## src/rtl/param_fifo.sv

```systemverilog
// param_fifo -- single-clock synchronous FIFO with occupancy flags and
// sticky error flags.
//
// Ports:
//   clk          in   rising-edge clock for all state
//   resetN       in   synchronous, active-low reset
//   write        in   push request (dataIn is stored when accepted)
//   read         in   pop request (dataOut loaded when accepted)
//   dataIn       in   WIDTH-bit word to push
//   clearErr     in   clears overflow/underflow (wins over a same-cycle set)
//   dataOut      out  registered word from the most recent accepted pop
//   count        out  current occupancy, 0..DEPTH
//   full/empty   out  count == DEPTH / count == 0
//   almostFull   out  count >= AF_LEVEL
//   almostEmpty  out  count <= AE_LEVEL
//   overflow     out  sticky: a push was rejected
//   underflow    out  sticky: a pop was rejected
module param_fifo #(
    parameter int WIDTH    = 8,
    parameter int DEPTH    = 4,
    parameter int AF_LEVEL = DEPTH - 1,
    parameter int AE_LEVEL = 1
) (
    input  logic                       clk,
    input  logic                       resetN,
    input  logic                       write,
    input  logic                       read,
    input  logic [WIDTH-1:0]           dataIn,
    input  logic                       clearErr,
    output logic [WIDTH-1:0]           dataOut,
    output logic [$clog2(DEPTH+1)-1:0] count,
    output logic                       full,
    output logic                       empty,
    output logic                       almostFull,
    output logic                       almostEmpty,
    output logic                       overflow,
    output logic                       underflow
);

    localparam int PTR_W = $clog2(DEPTH);
    localparam int CNT_W = $clog2(DEPTH + 1);

    localparam logic [CNT_W-1:0] DEPTH_CNT = CNT_W'(DEPTH);
    localparam logic [CNT_W-1:0] AF_CNT    = CNT_W'(AF_LEVEL);
    localparam logic [CNT_W-1:0] AE_CNT    = CNT_W'(AE_LEVEL);

    // Storage array without reset so it maps onto block/distributed RAM;
    // the read port is registered through data_out_reg.
    logic [WIDTH-1:0] mem [DEPTH];

    logic [PTR_W-1:0] wr_ptr_reg, wr_ptr_next;
    logic [PTR_W-1:0] rd_ptr_reg, rd_ptr_next;
    logic [CNT_W-1:0] count_reg, count_next;
    logic [WIDTH-1:0] data_out_reg;
    logic             overflow_reg, overflow_next;
    logic             underflow_reg, underflow_next;

    logic full_int;
    logic empty_int;
    logic push_ok;
    logic pop_ok;

    assign full_int  = (count_reg == DEPTH_CNT);
    assign empty_int = (count_reg == '0);

    // A push into a full FIFO is still accepted when a pop frees the head
    // slot in the same cycle. A pop from an empty FIFO is never accepted,
    // so a simultaneous push does not fall through to dataOut.
    assign push_ok = write && (!full_int || read);
    assign pop_ok  = read && !empty_int;

    always_comb begin
        wr_ptr_next    = wr_ptr_reg;
        rd_ptr_next    = rd_ptr_reg;
        count_next     = count_reg;
        overflow_next  = overflow_reg;
        underflow_next = underflow_reg;

        // DEPTH is a power of two, so natural pointer overflow wraps to 0.
        if (push_ok) begin
            wr_ptr_next = wr_ptr_reg + PTR_W'(1);
        end
        if (pop_ok) begin
            rd_ptr_next = rd_ptr_reg + PTR_W'(1);
        end

        if (push_ok && !pop_ok) begin
            count_next = count_reg + CNT_W'(1);
        end else if (pop_ok && !push_ok) begin
            count_next = count_reg - CNT_W'(1);
        end

        if (clearErr) begin
            overflow_next  = 1'b0;
            underflow_next = 1'b0;
        end else begin
            if (write && full_int && !read) begin
                overflow_next = 1'b1;
            end
            if (read && empty_int) begin
                underflow_next = 1'b1;
            end
        end
    end

    always_ff @(posedge clk) begin
        if (!resetN) begin
            wr_ptr_reg    <= '0;
            rd_ptr_reg    <= '0;
            count_reg     <= '0;
            data_out_reg  <= '0;
            overflow_reg  <= 1'b0;
            underflow_reg <= 1'b0;
        end else begin
            wr_ptr_reg    <= wr_ptr_next;
            rd_ptr_reg    <= rd_ptr_next;
            count_reg     <= count_next;
            overflow_reg  <= overflow_next;
            underflow_reg <= underflow_next;
            // When full with push and pop together, wr_ptr == rd_ptr: the
            // non-blocking read below still returns the old head word.
            if (pop_ok) begin
                data_out_reg <= mem[rd_ptr_reg];
            end
        end
    end

    // Memory write is gated by reset so pushes during reset are discarded.
    always_ff @(posedge clk) begin
        if (resetN && push_ok) begin
            mem[wr_ptr_reg] <= dataIn;
        end
    end

    assign dataOut     = data_out_reg;
    assign count       = count_reg;
    assign full        = full_int;
    assign empty       = empty_int;
    assign almostFull  = (count_reg >= AF_CNT);
    assign almostEmpty = (count_reg <= AE_CNT);
    assign overflow    = overflow_reg;
    assign underflow   = underflow_reg;

endmodule

```

## config.mk

```make
export PLATFORM = sky130hd
export DESIGN_NAME = param_fifo
export DESIGN_NICKNAME = d
export VERILOG_FILES = /design/src/rtl/param_fifo.sv
export SDC_FILE = /design/constraint.sdc
export NUM_CORES = 1
export LEC_CHECK = 0
export ABC_AREA = 1
export CAP_MARGIN = 20
export CORE_AREA = 2 2 87 89
export DETAILED_ROUTE_END_ITERATION = 10
export DIE_AREA = 0 0 89 91
export PLACE_DENSITY = 0.45
export SYNTH_ARGS = -nofsm -noshare
export SYNTH_HDL_FRONTEND = slang
export SYNTH_SLANG_ARGS = --single-unit
```

## constraint.sdc

```tcl
create_clock -name clk -period 2.3 [get_ports clk]
set_input_delay 0.69 -clock clk [delete_from_list [all_inputs] [get_ports clk]]
set_output_delay 0.69 -clock clk [all_outputs]
set_load 0.1 [all_outputs]
```

# --- Yosys cells after proc, flatten, opt, wreduce, memory -nomap -nowiden ---
# Memory sizes are Yosys's and may differ from the RTL's. A register that Yosys moved wholly into a read port is not among the register bits.
# Cells that the tools add are included.
word_totals:
  regBits: 9
  mem_bits_rw: 32
  out_inout_bits: 17
  wordCells: 36
  mem_count: 1
classes:
  add_sub_neg: 4
  magnitude_cmp: 2
  n_eq_ne: 1
  n_mux: 4
  n_bitwise: 1
  reduce_logical: 18
mem_list:
  columns: ["name", "words", "word_bits", "read_ports", "rd_ports_with_merged_regs", "write_ports", "line", "source"]
  rows:
  - ["mem", 4, 8, 1, 1, 1, "49", "logic [WIDTH-1:0] mem [DEPTH];"]
ops:
  columns: ["op", "n"]
  rows:
  - ["1-bit logical AND", 8]
  - ["1-bit logical NOT", 6]
  - ["3-bit 2-to-1 mux", 2]
  - ["2-bit by 1-bit adder with 2-bit output, second input constant", 2]
  - ["3-bit by 1-bit adder with 3-bit output, second input constant", 1]
  - ["3-bit equality test, second input constant", 1]
  - ["3-bit by 2-bit greater-or-equal comparator with 1-bit output, second input constant", 1]
  - ["3-bit by 1-bit less-or-equal comparator with 1-bit output, second input constant", 1]
  - ["3-bit logical NOT", 1]
  - ["3-bit by 1-bit subtractor with 3-bit output, second input constant", 1]
  - ["1-bit 2-to-1 mux", 2]
  - ["2-bit nonzero test", 1]
  - ["2-bit OR reduction", 1]
  - ["1-bit logical OR", 1]
  - ["1-bit inverter", 1]

# --- Depth between registers and ports, before layout ---
# Gate-level depths: netlist of run 1.
depth:
  word_depth: 8
  depth_mapped: 9

# --- Worst setup path before layout of run 1 ---
# OpenSTA, ideal clock, no wires.
synth_timing:
  kind: "reg-to-output"
  from: "reg count_reg[0] (netlist: count[0])"
  to: "out almostFull"
  arrival_ns: 3.425
  path_slack_ns: -1.815
  stages_incl_launch_ff: 3
  n_path_buf: 0
  cell_sequence: "dfxtp_1 > inv_1 > o21ai_0"
synth_via:
  elab_chain_cells: 1
synth_lines:
  columns: ["item", "line", "source"]
  rows:
  - ["start: declaration", "53", "logic [CNT_W-1:0] count_reg, count_next;"]
  - ["start signal: assignment", "117", "count_reg <= count_next;"]
  - ["3-bit by 2-bit greater-or-equal comparator with 1-bit output", "139", "assign almostFull = (count_reg >= AF_CNT);"]
  - ["end: declaration", "34", "output logic almostFull,"]
# Every way passes these cells.

# --- Final worst setup path of run 1 ---
layout_timing:
  from: "reg count_reg[2] (netlist: count[2])"
  to: "out almostFull"
# The elaborated chain is that of the path after synthesis.

==> results of run 1 <==
-- synthesized netlist by cell type --
master     n  share of area
nor2_1    54          0.096
o21ai_0   35          0.083
nand4_1    2         0.0059
edfxtp_1  32           0.45
buf_4      1         0.0036
buf_2      3         0.0071
o21ai_1    1         0.0024
a21oi_4    1         0.0077
a31oi_1    1         0.0030
dfxtp_1   17           0.16
a21oi_1    6          0.014
inv_1     25          0.044
a21oi_2    1         0.0041
buf_1      1         0.0018
or2_2      1         0.0030
clkbuf_1   2         0.0036
inv_2      2         0.0036
xor2_1     1         0.0041
nand2_2    4          0.012
buf_6      1         0.0053
nand2_1   10          0.018
nand3_1    4         0.0095
ha_1       9          0.053
-- critical path: stages (launching register included) --
cell,delay (ns)
dfxtp_2,0.46
inv_2,0.10
ha_1,0.20
nor2_1,0.17
o21ai_4,0.09
buf_12,0.17
-- layer usage --
metal | vias to the layer above | GRT usage
li1 | 784 | -
met1 | 669 | 0.169
met2 | 25 | 0.189
met3 | 4 | 0.0300
met4 | 0 | 0.0299
met5 | - | 0
-- per-stage QoR --
step | cells | utilization
detailed placement | 347 | 0.369
global placement | 347 | 0.369
CTS | 355 | 0.386
finish | 356 | 0.387
floorplan | 214 | -
global route | 356 | 0.387
-- area by class of cell --
cell class,count,area [um2],area share
repair buffers,43,415,0.150
clock buffers,5,68.8,0.0249
flip-flops and latches,49,1310,0.474
multi-input cells,130,688,0.249
clock inverters,3,46.3,0.0167
well taps,99,124,0.0448
inverters,27,113,0.0407
-- timing repair --
item | in CTS | in global routing
resized for setup | 1 | 1
hold endpoints to repair | 0 | 0
endpoints found under the setup margin | 2 | 2
buffers inserted | 0 | 1
-- worst max-delay path by stage --
stage | startpoint | to
after floorplan | count[0] | empty
after global placement | read | mem[0][5]
after detailed placement | read | mem[1][3]
after CTS | count[0] | empty
after global routing | count[2] | almostFull
final | count[2] | almostFull
-- cell families after synthesis --
kind of cell	share of synthesized area
buffers and inverters	0.0692
adder cells (fa/ha/maj)	0.0533
XOR/XNOR	0.00414
AND/OR/NAND/NOR	0.144
flip-flops	0.615
AO/OA/AOI/OAI	0.114
-- power by group --
group / internal [mW] / total, mW / switching [mW]
combinational: 0.322 / 1.11 / 0.791
clock: 0.326 / 0.624 / 0.298
sequential: 1.01 / 1.06 / 0.0496
==> impl_metrics.csv, run 1 <==
group,metric,value,unit
run_status,status,"completed",
detailed_routing,met2_length,2180,um
critical_path,path_max_fanout,7,
place,hpwl,3400,um
place,place_ws,0.147,ns
yosys,yosys_register_bits,49,
critical_path,crit_required,1.61,ns
critical_path,r2r_cells,6,
detailed_routing,drtPass1Iterations,4,
final_layout,layout_commonest_cell,"nor2_1",
die,num_rows,31,
detailed_routing,dr_wl_met3,167,um
global_routing,grt_overflow,0,
power,power_density,1010,nW/um2
critical_path,path_class,"reg2out",
sta,worst_pin_slew,0.517,ns
final_layout,fillers,743,
yosys,synthesis.area,2110,um2
detailed_routing,drt_wl_total,4570,um
sta,timing.fmax,0.459,GHz
sta,finalSetupViolCount,0,
critical_path,rr_startpoint,"count[0]",
yosys,ys_types,23,
clock_tree,clockBufferDepth,2,
final_layout,fin_area,2770,um2
critical_path,cp.arrival,1.49,ns
clock_tree,ctsRootBufferMaster,"clkbuf_8",
sta,timing.final.crit_share,0.946,
yosys,yosysSeqAreaShare,0.615,
sta,timing.setup.tns,0,ns
detailed_routing,antenna_left,0,
final_layout,antenna_cells,0,
sta,fin_skew,0.00484,ns
place,routabilityCongestion,0.766,
critical_path,start_kind,"flip-flop",
detailed_routing,drc,0,
yosys,synth_warnings,0,
clock_tree,cts.htree.levels,2,
clock_tree,clkTransAtPathRegs,0.09,ns
die,ioPinCount,30,
yosys,syn_nets,236,
die,core,7140,um2
clock_tree,cts_tree,"done",
detailed_routing,wl_met1,2170,um
clock_tree,clock_sink_count,49,
yosys,synthCells,214,
final_layout,nets,278,
die,dieArea,8100,um2
sta,relSlewSlack,0.655,
yosys,synth.avg_cell_area,9.88,um2
place,io_buffer_count,29,
global_routing,antenna_found_initial,0,
final_layout,drive_above_1_share,0.222,
critical_path,reg2reg_slack,0.70,ns
sta,hold_viol,0,
global_routing,grt.total_usage,0.121,
detailed_routing,viasPerCell,4.16,
hold_path,whs_path_depth,2,
place,placed_area,2640,um2
power,p_leak,1.11,nW
hold_path,min_delay_worst_endpoint,"underflow",
detailed_routing,drtIter0Drc,120,
sta,maxSlewViolCount,0,
final_layout,largest_reg_flops,32,
global_routing,grt_max_degree,18,
global_routing,grt_pass1_vias,1420,
critical_path,r2r-end,"mem[1][3]",
die,start_util,0.296,
clock_tree,cts_made_buffers,5,
hold_path,hold_class,"reg2reg",
hold_path,hold_start,"underflow",
power,total_power,2.80,mW
die,die_y,91,um
clock_tree,insertion_delay,0.30,ns
sta,hold_slack,0.459,ns
critical_path,endpoint_kind,"primary output",
detailed_routing,top_layer,"met4",
sta,rsz0062_at_grt,"false",
detailed_routing,vias,1482,
sta,setup_slack,0.123,ns
final_layout,synthToLayoutAreaGrowth,30.8,%
sta,fin_crit,2.18,ns
global_routing,grt_pass1_wl,7290,um
final_layout,layout_common_cells,"nor2_1 (53), o21ai_0 (34), edfxtp_1 (32), buf_4 (26), inv_1 (22)",
run,drv_cap,0,
clock_tree,cts_hold_buf,0,
power,ir_drop,0.000258,V
die,die_x,89,um
detailed_routing,wl_per_cell,12.8,um
No activity file was read; power rests on OpenSTA's default activity.
==> run 2: changes to the inputs <==
--- a/config.mk
+++ b/config.mk
@@ -14,3 +14,4 @@
 export SYNTH_ARGS = -nofsm -noshare
 export SYNTH_HDL_FRONTEND = slang
 export SYNTH_SLANG_ARGS = --single-unit
+export TNS_END_PERCENT = 30
==> results of run 2 <==
Same layout as run 1: the final DEF is identical, and so are final timing and power.
==> run 3: changes to the inputs <==
--- a/config.mk
+++ b/config.mk
@@ -6,7 +6,7 @@
 export NUM_CORES = 1
 export LEC_CHECK = 0
 export ABC_AREA = 1
-export CAP_MARGIN = 20
+export CAP_MARGIN = 10
 export CORE_AREA = 2 2 87 89
 export DETAILED_ROUTE_END_ITERATION = 10
 export DIE_AREA = 0 0 89 91
==> results of run 3 <==
Same layout as run 1: the final DEF is identical, and so are final timing and power.
